[config.mk]
export PLATFORM = sky130hd
export DESIGN_NAME = uart_rx_ctrl
export DESIGN_NICKNAME = d
export VERILOG_FILES = /design/src/rtl/uart_rx_ctrl.sv
export SDC_FILE = /design/constraint.sdc
export NUM_CORES = 1
export LEC_CHECK = 0
export CAP_MARGIN = 20
export CORE_UTILIZATION = 61
export DETAILED_ROUTE_END_ITERATION = 10
export DONT_BUFFER_PORTS = 1
export GPL_ROUTABILITY_DRIVEN = 0
export GPL_TIMING_DRIVEN = 0
export PLACE_DENSITY = 0.87
export SYNTH_ARGS = -nofsm -noshare
export SYNTH_HDL_FRONTEND = slang
export SYNTH_SLANG_ARGS = --single-unit
[constraint.sdc]
create_clock -name PCLK -period 6.55 [get_ports PCLK]
set_clock_uncertainty 0.2 [all_clocks]
set_input_delay 1.31 -clock PCLK [delete_from_list [all_inputs] [get_ports PCLK]]
set_output_delay 1.31 -clock PCLK [all_outputs]
set_load 0.05 [all_outputs]
[src/rtl/uart_rx_ctrl.sv]
// APB register front-end for the UART 8-bit receiver: baud tick generation,
// receiver enable, capture of received bytes/errors into an RX FIFO, and irq.

module uart_rx_ctrl #(
  parameter int unsigned FIFO_DEPTH = 4,
  parameter int unsigned CNT_W      = 3,
  parameter logic [15:0] DIV_RST    = 16'h0000
) (
  input  logic        PCLK,
  input  logic        PRESETn,
  input  logic        PSEL,
  input  logic        PENABLE,
  input  logic        PWRITE,
  input  logic [3:0]  PADDR,
  input  logic [31:0] PWDATA,
  output logic [31:0] PRDATA,
  output logic        PREADY,
  output logic        PSLVERR,
  output logic        rx_baud_tick,
  output logic        rx_en,
  input  logic [7:0]  rx_data,
  input  logic        rx_done,
  input  logic        rx_busy,
  input  logic        rx_err,
  output logic        irq
);

  localparam int unsigned      AW         = (FIFO_DEPTH > 1) ? $clog2(FIFO_DEPTH) : 1;
  localparam logic [CNT_W-1:0] FULL_CNT   = CNT_W'(FIFO_DEPTH);
  localparam logic [1:0]       REG_DATA   = 2'd0;
  localparam logic [1:0]       REG_STATUS = 2'd1;
  localparam logic [1:0]       REG_CTRL   = 2'd2;
  localparam logic [1:0]       REG_DIV    = 2'd3;

  logic        access;
  logic        wr_acc;
  logic        rd_acc;
  logic [1:0]  reg_sel;
  logic        wr_status;
  logic        wr_ctrl;
  logic        wr_div;
  logic        rd_data;
  logic        flush;

  logic        rx_enable_q, rx_enable_d;
  logic        irq_en_data_q, irq_en_data_d;
  logic        irq_en_err_q, irq_en_err_d;
  logic [15:0] div_q, div_d;
  logic [15:0] baud_cnt_q, baud_cnt_d;

  logic        done_q, done_prev_q;
  logic        err_q, err_prev_q;
  logic        done_rise;
  logic        err_rise;

  logic [7:0]       mem_q [FIFO_DEPTH];
  logic [AW-1:0]    wr_ptr_q, wr_ptr_d;
  logic [AW-1:0]    rd_ptr_q, rd_ptr_d;
  logic [CNT_W-1:0] count_q, count_d;
  logic             not_empty;
  logic             full;
  logic             push_req;
  logic             push_ok;
  logic             pop_ok;
  logic             overrun_set;

  logic        overrun_q, overrun_d;
  logic        frame_err_q, frame_err_d;
  logic        irq_q, irq_d;

  logic [31:0] status_word;
  logic [7:0]  fifo_head;
  logic        unused_ok;

  assign access    = PSEL & PENABLE;
  assign wr_acc    = access & PWRITE;
  assign rd_acc    = access & ~PWRITE;
  assign reg_sel   = PADDR[3:2];
  assign wr_status = wr_acc & (reg_sel == REG_STATUS);
  assign wr_ctrl   = wr_acc & (reg_sel == REG_CTRL);
  assign wr_div    = wr_acc & (reg_sel == REG_DIV);
  assign rd_data   = rd_acc & (reg_sel == REG_DATA);
  assign flush     = wr_ctrl & PWDATA[3];
  assign unused_ok = ^{PWDATA[31:16], PADDR[1:0]};

  assign PREADY       = 1'b1;
  assign PSLVERR      = wr_acc & (reg_sel == REG_DATA);
  assign rx_en        = rx_enable_q;
  assign irq          = irq_q;
  assign rx_baud_tick = rx_enable_q & (baud_cnt_q == div_q);

  // Control and divider registers; flush is a strobe and is never stored.
  always_comb begin
    rx_enable_d   = rx_enable_q;
    irq_en_data_d = irq_en_data_q;
    irq_en_err_d  = irq_en_err_q;
    div_d         = div_q;
    if (wr_ctrl) begin
      rx_enable_d   = PWDATA[0];
      irq_en_data_d = PWDATA[1];
      irq_en_err_d  = PWDATA[2];
    end
    if (wr_div) begin
      div_d = PWDATA[15:0];
    end
  end

  // A DIV write restarts the period so the new rate takes effect cleanly.
  always_comb begin
    baud_cnt_d = baud_cnt_q;
    if (wr_div || !rx_enable_q) begin
      baud_cnt_d = 16'h0000;
    end else if (baud_cnt_q == div_q) begin
      baud_cnt_d = 16'h0000;
    end else begin
      baud_cnt_d = baud_cnt_q + 16'h0001;
    end
  end

  assign done_rise = done_q & ~done_prev_q & rx_enable_q;
  assign err_rise  = err_q & ~err_prev_q & rx_enable_q;

  assign not_empty   = (count_q != '0);
  assign full        = (count_q == FULL_CNT);
  assign push_req    = done_rise & ~flush;
  assign pop_ok      = rd_data & not_empty;
  assign push_ok     = push_req & (~full | pop_ok);
  assign overrun_set = push_req & full & ~pop_ok;
  assign fifo_head   = mem_q[rd_ptr_q];

  // Pointer/occupancy bookkeeping; a simultaneous push and pop keeps the count.
  always_comb begin
    wr_ptr_d = wr_ptr_q;
    rd_ptr_d = rd_ptr_q;
    count_d  = count_q;
    if (flush) begin
      wr_ptr_d = '0;
      rd_ptr_d = '0;
      count_d  = '0;
    end else begin
      if (push_ok) begin
        wr_ptr_d = wr_ptr_q + AW'(1);
      end
      if (pop_ok) begin
        rd_ptr_d = rd_ptr_q + AW'(1);
      end
      if (push_ok && !pop_ok) begin
        count_d = count_q + CNT_W'(1);
      end else if (pop_ok && !push_ok) begin
        count_d = count_q - CNT_W'(1);
      end
    end
  end

  // Sticky flags: a set event in the same cycle as a W1C wins.
  always_comb begin
    overrun_d   = overrun_q;
    frame_err_d = frame_err_q;
    if (wr_status && PWDATA[2]) begin
      overrun_d = 1'b0;
    end
    if (wr_status && PWDATA[3]) begin
      frame_err_d = 1'b0;
    end
    if (overrun_set) begin
      overrun_d = 1'b1;
    end
    if (err_rise) begin
      frame_err_d = 1'b1;
    end
  end

  assign irq_d = (irq_en_data_q & not_empty) | (irq_en_err_q & (overrun_q | frame_err_q));

  always_comb begin
    status_word              = '0;
    status_word[0]           = not_empty;
    status_word[1]           = full;
    status_word[2]           = overrun_q;
    status_word[3]           = frame_err_q;
    status_word[4]           = rx_busy;
    status_word[8 +: CNT_W]  = count_q;
  end

  always_comb begin
    PRDATA = '0;
    if (rd_acc) begin
      case (reg_sel)
        REG_DATA:   PRDATA = not_empty ? {24'h000000, fifo_head} : 32'h0000_0000;
        REG_STATUS: PRDATA = status_word;
        REG_CTRL:   PRDATA = {29'h0, irq_en_err_q, irq_en_data_q, rx_enable_q};
        default:    PRDATA = {16'h0000, div_q};
      endcase
    end
  end

  always_ff @(posedge PCLK or negedge PRESETn) begin
    if (!PRESETn) begin
      rx_enable_q   <= 1'b0;
      irq_en_data_q <= 1'b0;
      irq_en_err_q  <= 1'b0;
      div_q         <= DIV_RST;
      baud_cnt_q    <= 16'h0000;
    end else begin
      rx_enable_q   <= rx_enable_d;
      irq_en_data_q <= irq_en_data_d;
      irq_en_err_q  <= irq_en_err_d;
      div_q         <= div_d;
      baud_cnt_q    <= baud_cnt_d;
    end
  end

  always_ff @(posedge PCLK or negedge PRESETn) begin
    if (!PRESETn) begin
      done_q      <= 1'b0;
      done_prev_q <= 1'b0;
      err_q       <= 1'b0;
      err_prev_q  <= 1'b0;
    end else begin
      done_q      <= rx_done;
      done_prev_q <= done_q;
      err_q       <= rx_err;
      err_prev_q  <= err_q;
    end
  end

  always_ff @(posedge PCLK or negedge PRESETn) begin
    if (!PRESETn) begin
      wr_ptr_q    <= '0;
      rd_ptr_q    <= '0;
      count_q     <= '0;
      overrun_q   <= 1'b0;
      frame_err_q <= 1'b0;
      irq_q       <= 1'b0;
    end else begin
      wr_ptr_q    <= wr_ptr_d;
      rd_ptr_q    <= rd_ptr_d;
      count_q     <= count_d;
      overrun_q   <= overrun_d;
      frame_err_q <= frame_err_d;
      irq_q       <= irq_d;
    end
  end

  // Storage is never read while empty, so it needs no reset.
  always_ff @(posedge PCLK) begin
    if (push_ok) begin
      mem_q[wr_ptr_q] <= rx_data;
    end
  end

endmodule
## After elaboration in Yosys (flattened, before gate mapping)

Memories as Yosys holds them, arrays and structs flattened.
Cells that the tools add are included.

| operators by class | value |
|---|---|
| add/subtract/negate cells | 5 |
| reduce and logical (&&, ||, !) cells | 15 |
| bitwise gates (word level) | 30 |
| muxes and demuxes | 18 |
| equal/unequal tests | 5 |

Operator list:

| kind | count |
|---|---|
| $mux W16 | 3 |
| $pmux W16 S3 | 1 |
| $and A1 B1 Y1 | 21 |
| $add A16 B1 Y16 const B | 1 |
| $eq A16 B16 Y1 | 1 |
| $mux W3 | 3 |
| $mux W2 | 4 |
| $mux W8 | 1 |
| $reduce_bool A2 Y1 | 4 |
| $mux W1 | 6 |
| $not A1 Y1 | 6 |
| $reduce_bool A3 Y1 | 2 |
| $add A2 B1 Y2 const B | 2 |
| $eq A2 B2 Y1 const B | 2 |
| $logic_and A1 B1 Y1 | 4 |
| $add A3 B1 Y3 const B | 1 |
| $eq A3 B3 Y1 const B | 1 |
| $logic_not A1 Y1 | 3 |
| $or A1 B1 Y1 | 3 |
| $sub A3 B1 Y3 const B | 1 |
| $eq A2 B1 Y1 const B | 1 |
| $logic_not A2 Y1 | 1 |
| $logic_or A1 B1 Y1 | 1 |

| word-level totals | value |
|---|---|
| memories | 1 |
| input port bits | 52 |
| memory bits (writable) | 32 |
| register bits after elaboration | 49 |
| word-level logic and storage cells | 89 |
| output and inout bits | 37 |

Memory list:

| name | depth | width | read ports | clocked after Yosys merged registers in | write ports | RTL line | RTL |
|---|---|---|---|---|---|---|---|
| mem_q | 4 | 8 | 1 | 0 | 1 | 56 | `logic [7:0] mem_q [FIFO_DEPTH];` |

## Depth between registers and ports, before layout

Gate-level depths: netlist of the first run.

| depth | value |
|---|---|
| word-level depth | 12 |
| mapped depth | 10 |
| gate-level depth less buffers | 8 |

## Worst setup path before layout of the first run

Ideal clock, no wire load.

| path | value |
|---|---|
| kind | input -> output |
| start point | in PADDR[3] |
| end point | out PRDATA[1] |
| data required time | 5040 ps |
| stages on the path | 4 |
| data arrival time | 3138 ps |
| path buffers | 2 |
| slack | 1902 ps |
| cell sequence | buf_2 -> buf_1 -> a21oi_1 -> a211oi_1 |

| between the ends | value |
|---|---|
| word-level cells in the longest chain between the ends | 3 |
| elaborated cells on any way between the ends | 5 |
| classes of those cells | eq/ne (2); mux (2); reduce/logical (1) |

RTL lines:

| element | RTL line | RTL |
|---|---|---|
| from (decl) | 14 | `input logic [3:0] PADDR,` |
| $eq A2 B2 Y1, or another cell as far along | 188 | `case (reg_sel)` |
| $pmux W16 S3 * | 188 |  |
| $mux W16 * | 187 | `if (rd_acc) begin` |
| to (decl) | 16 | `output logic [31:0] PRDATA,` |

Every way passes the cells marked *; elsewhere a longest branch is shown, timed or not.

## Worst setup path after layout of the first run

| path | value |
|---|---|
| start point | in PADDR[3] |
| end point | out PRDATA[4] |

Same word-level chain as after synthesis.

==> results of run 1 <==
## path summary, 6_finish.rpt
check | from | endpoint | slack, ns | depth (start not counted)
max | PADDR[3] | PRDATA[4] | 1.93 | 4
min | err_q | err_prev_q | 0.18 | 0
max reg2reg | rx_en | mem_q[3][4] | 3.70 | 3
min reg2reg | err_q | err_prev_q | 0.18 | 0
max in group asynchronous | PRESETn | div_q[11] | 5.59 | 0
min in group asynchronous | PRESETn | div_q[2] | 0.45 | 0
## registers in the layout, indices dropped and copies added (netlist names)
register       count
mem_q             32
baud_cnt_q        16
div_q             16
count_q            3
rd_ptr_q           2
wr_ptr_q           2
done_prev_q        1
done_q             1
err_prev_q         1
err_q              1
frame_err_q        1
irq                1
irq_en_data_q      1
irq_en_err_q       1
overrun_q          1
rx_en              1
## cells in the mapped netlist, drive strengths merged, types with 6 or more instances
cell type   n
dfrtp      49
o21ai       7
xnor2       7
nor2       33
inv         9
buf        24
nand2      19
and2       11
edfxtp     32
mux2       18
xor2       27
nor3        6
nand3       6
mux4        8
## power by group
group | switching (mW) | internal (mW) | total [mW]
registers | 0.0843 | 0.603 | 0.687
clock network | 0.181 | 0.214 | 0.394
logic | 0.199 | 0.168 | 0.366
## through the flow
stage	util	area [um^2]	worst slack [ns]	std cells	hold WS [ns]
2_1_floorplan	-	4030	1.90	335	0.154
3_3_place_gp	0.653	4120	1.70	412	0.163
3_5_place_dp	0.657	4150	1.96	413	0.163
4_1_cts	0.691	4360	1.95	429	0.182
5_1_grt	0.691	4360	1.88	429	0.191
6_report	0.691	4360	1.93	429	0.180
## critical path: stages
cell and delay, ns:
buf_2 0.18, buf_1 0.45, o21ai_0 0.23, a21oi_1 0.94
## logic make-up (layout without fill, tap and decap cells)
logic type      after synthesis  count (layout)
compound gates               30              30
xor+xnor                     34              34
fa+ha+maj                     6               6
buf+inv                      36              53
flops                        81              81
mux                          31              31
other cells                   2              17
simple gates                100             100
## layer usage
layer  up-vias  GRT usage  routed length [um]
met5         -          0                   0
met4         0      0.126                 223
met3        20     0.0681                 551
met2        84      0.417                3820
met1      1204      0.299                3170
li1       1166          -                   -
## area by class of cell
class / instances / area (um^2)
flip-flops and latches: 81 / 2190
fillers: 456 / 1950
multi-input cells: 218 / 1640
plain buffers: 27 / 178
clock buffers: 9 / 124
well taps: 77 / 96.3
clock inverters: 7 / 95.1
inverters: 9 / 33.8
repair buffers: 1 / 7.51
==> results.py, run 1 <==
metrics = {
    "yosys": {
        "synthAdderAreaFrac": 0.0208,
        "ys_warn_count": 0,
        "synth_top_family_by_area": "simple AND/OR/NAND/NOR gates",
        "synth.area.mux_share": 0.109,
        "avgSynthCellArea_um2": 12.4,
        "synth_enable_flop_cells": 32,
        "ys_async_sr_fraction": 0.605,
        "yosysSeqAreaShare": 0.551,
        "synth_cell_types": 49,
        "synthSimpleGateAreaFrac": 0.131,
        "synth_seq_cells": 81,
        "syn_area_um2": 3970,
        "synth_xor_area_frac": 0.0750,
        "synth_top_area_frac": 0.309,
        "yosysTopAreaCell": "dfrtp_1",
        "synthCells": 320,
        "synth_compound_area_frac": 0.0583,
        "synth_ff_type": "dfrtp_1",
        "yosys-top-cells-area": "dfrtp_1 (31%), edfxtp_1 (24%), xor2_1 (6.0%)",
    },
    "cells_and_area": {
        "syn2layout_area_growth_pct": 9.93,
        "layout_common_cells": "dfrtp_1 (49), nor2_1 (33), edfxtp_1 (32), xor2_1 (27), nand2_1 (19)",
        "drive_gt1_frac": 0.219,
        "nets": 405,
        "n_antenna_cell": 0,
        "layout_commonest_cell": "dfrtp_1",
    },
    "die": {
        "start_util": 0.629,
        "rows": 29,
        "dieArea_um2": 6840,
        "core_area_um2": 6310,
        "io_pins": 89,
        "die_h_um": 82.7,
        "die_w_um": 82.7,
    },
    "critical_path": {
        "arrival_ns": 3.11,
        "cp.required_ns": 5.04,
        "critPathKind": "in -> out",
        "crit_fanout": 10,
        "cp-end-kind": "output pin",
        "cp-start-kind": "input port",
    },
    "place": {
        "hpwl_um": 5780,
        "io_buffer_count": 0,
    },
    "timing": {
        "fmax_ghz": 0.216,
        "period_minus_slack_ns": 4.62,
        "fin_setup_tns_ns": 0,
        "slew_viol_final": 0,
        "setup_viol": 0,
        "rsz0062_at_grt": "false",
        "max_slew_margin": 0.244,
        "hold_viol": 0,
        "period_share": 0.706,
        "worst_pin_slew_ns": 1.14,
    },
    "routing": {
        "detail_route.iter0.violations": 128,
        "vias": 2474,
        "dr.pass1.iters": 4,
        "drc_errors": 0,
        "drt_wl_total_um": 7760,
        "wl_per_cell_um": 18.1,
        "vias_per_cell": 5.77,
        "ant_nets": 0,
    },
    "power": {
        "peakVddDrop_uv": 206,
        "powerDensity_nw_per_um2": 332,
        "p_leak_nw": 1.82,
        "fin_total_pwr_mw": 1.45,
    },
    "clocking": {
        "root_buffer": "clkbuf_8",
        "cts_tree": "built",
        "cts_buffer_depth": 2,
        "clkTransAtPathRegs_ns": 0.08,
        "numCtsBuffers": 9,
        "insertion_delay_ns": 0.35,
        "cts_resized": 0,
        "cts_hold_repair.buffers": 0,
        "cts_setup_buffers": 0,
        "cts.sinks": 81,
        "htreeDepth": 3,
    },
    "global_routing": {
        "grt_start_max_net_pins": 50,
        "grt_pass1_wl_um": 11900,
        "antenna_found_initial": 0,
        "grt_overflow_total": 0,
        "grtUsageTotal": 0.251,
        "grt_pass1_vias": 2406,
    },
    "worst_hold_path": {
        "min_path_type": "reg -> reg",
    },
    "outcome": {
        "status": "completed",
    },
    "job": {
        "cap_violations": 0,
    },
}
Power figures use the tool's default switching activity.
==> run 2: changes to the inputs <==
--- a/config.mk
+++ b/config.mk
@@ -6,12 +6,12 @@
 export NUM_CORES = 1
 export LEC_CHECK = 0
 export CAP_MARGIN = 20
-export CORE_UTILIZATION = 61
+export CORE_UTILIZATION = 57
 export DETAILED_ROUTE_END_ITERATION = 10
 export DONT_BUFFER_PORTS = 1
 export GPL_ROUTABILITY_DRIVEN = 0
 export GPL_TIMING_DRIVEN = 0
-export PLACE_DENSITY = 0.87
+export PLACE_DENSITY = 0.85
 export SYNTH_ARGS = -nofsm -noshare
 export SYNTH_HDL_FRONTEND = slang
 export SYNTH_SLANG_ARGS = --single-unit
==> constraint.sdc (replaced) <==
create_clock -name PCLK -period 3.9 [get_ports PCLK]
set_clock_uncertainty 0.2 [all_clocks]
set_input_delay 0.78 -clock PCLK [delete_from_list [all_inputs] [get_ports PCLK]]
set_output_delay 0.78 -clock PCLK [all_outputs]
set_load 0.05 [all_outputs]
==> run 2 against run 1 <==
- total power increased by 65%
- count of clock-buffer cells in the layout stayed put
- sequential share of layout area decreased by 0.13 points
- final area up 0.26%
- first-iteration DRC count is 52% higher
- core utilization is 4.4 points lower
- register-to-register slack worse by 2.6 ns
- non-clock buffer count unchanged
==> results.py, run 2 (synthesized netlist as in run 1, its figures left out) <==
metrics = {
    "timing": {
        "period_share": 0.894,
        "rsz0062_at_grt": "false",
        "fin_hold_ws_ns": 0.0714,
        "hold_viol": 0,
        "setup_viol": 0,
        "fin_setup_tns_ns": 0,
        "fmax_ghz": 0.287,
        "slew_viol_final": 0,
        "period_minus_slack_ns": 3.49,
        "worst_pin_slew_ns": 1.17,
        "max_slew_margin": 0.225,
        "setup_ws_ns": 0.414,
    },
    "die": {
        "dieArea_um2": 7300,
        "die_h_um": 85.5,
        "io_pins": 89,
        "start_util": 0.588,
        "core_area_um2": 6760,
        "die_w_um": 85.5,
        "rows": 30,
    },
    "cells_and_area": {
        "regArea_um2": 2190,
        "drive_gt1_frac": 0.224,
        "stdcell_area_um2": 4380,
        "layout_commonest_cell": "dfrtp_1",
        "multiInputGateArea_um2": 1650,
        "layout_common_cells": "dfrtp_1 (49), nor2_1 (33), edfxtp_1 (32), xor2_1 (27), nand2_1 (19)",
        "reg.largest.list": "mem_q (32), baud_cnt_q (16), div_q (16)",
        "largest_reg_flops": 32,
        "fill_cells": 503,
        "syn2layout_area_growth_pct": 10.2,
        "largest-register": "mem_q",
        "nets": 405,
        "n_antenna_cell": 0,
    },
    "outcome": {
        "status": "completed",
    },
    "power": {
        "swShare": 0.331,
        "p_clk_frac": 0.259,
        "power_frac_comb": 0.259,
        "netSwitchingPower_mw": 0.789,
        "peakVddDrop_uv": 347,
        "p_leak_nw": 1.83,
        "seqPwrFrac": 0.482,
        "intPower_mw": 1.60,
        "powerDensity_nw_per_um2": 545,
    },
    "worst_hold_path": {
        "min_path_type": "in -> async",
    },
    "place": {
        "dpl_cell_area_um2": 4150,
        "hpwl_um": 5670,
        "io_buffer_count": 0,
        "pre_cts_slack_ns": 0.450,
    },
    "clocking": {
        "insertion_delay_ns": 0.35,
        "numCtsBuffers": 9,
        "cts_tree": "built",
        "cts_resized": 0,
        "cts.sinks": 81,
        "cts_setup_buffers": 0,
        "root_buffer": "clkbuf_8",
        "cts_buffer_depth": 2,
        "clkTransAtPathRegs_ns": 0.09,
        "htreeDepth": 3,
    },
    "routing": {
        "drc_errors": 0,
        "drt_wl_total_um": 7690,
        "vias": 2464,
        "vias_per_cell": 5.70,
        "dr.pass1.iters": 4,
        "detail_route.iter0.violations": 195,
        "ant_nets": 0,
        "wl_per_cell_um": 17.8,
    },
    "job": {
        "cap_violations": 0,
    },
    "critical_path": {
        "critPathKind": "in -> out",
        "cp-end-kind": "output pin",
        "cp.required_ns": 2.92,
        "cp-start-kind": "input port",
        "arrival_ns": 2.51,
        "crit_fanout": 10,
    },
    "global_routing": {
        "grt_pass1_vias": 2462,
        "antenna_found_initial": 0,
        "grtUsageTotal": 0.229,
        "grt_start_max_net_pins": 50,
        "grt_overflow_total": 0,
        "grt_pass1_wl_um": 12200,
    },
}
## run 2: power groups by stage
stage	clock network, mW	logic (mW)	registers (mW)
after floorplan	0	0.511	1.13
after global placement	0	0.582	1.16
after detailed placement	0	0.606	1.17
after CTS	0.625	0.623	1.15
after global routing	0.660	0.680	1.17
final	0.617	0.619	1.15
## run 2: routing by layer
layer,vias up,track usage,share of wire
met5,-,0,0
met4,0,0.108,0.020
met3,10,0.0603,0.069
met2,85,0.376,0.50
met1,1217,0.285,0.41
li1,1152,-,-
## run 2: worst max-delay path, cell delays in order
cell	delay [ns]
buf_2	0.19
buf_1	0.42
o21ai_0	0.18
a21oi_1	0.94
## run 2: timing repair
item / CTS / global route
setup endpoints to repair: 0 / 0
endpoints found under the hold margin: 49 / 0
hold buffers: 1 / 0
## run 2: metrics by stage
stage | total power [mW] | instances | util
final | 2.39 | 432 | 0.648
after global routing | 2.51 | 432 | 0.648
after CTS | 2.40 | 432 | 0.648
after detailed placement | 1.77 | 415 | 0.614
after global placement | 1.74 | 415 | 0.611
after floorplan | 1.64 | 335 | -
## run 2: final timing paths
| kind | startpoint | to | slack [ns] | depth (start not counted) |
|---|---|---|---|---|
| worst min-delay path | PRESETn | div_q[2] | 0.07 | 1 |
| worst min register to register | done_q | done_prev_q | 0.18 | 0 |
| min in group PCLK | done_q | done_prev_q | 0.18 | 0 |
| worst max register to register | count_q[2] | count_q[2] | 1.07 | 8 |
| max in group asynchronous | PRESETn | div_q[8] | 3.22 | 1 |
| worst max-delay path | PADDR[3] | PRDATA[4] | 0.41 | 4 |
## run 2: layout make-up
type | count | area share
Buffer | 27 | 0.0406
Clock buffer | 9 | 0.0283
Clock inverter | 7 | 0.0177
Inverter | 9 | 0.00772
Multi-Input combinational cell | 218 | 0.377
Sequential cell | 81 | 0.500
Tap cell | 80 | 0.0229
Timing Repair Buffer | 1 | 0.00629
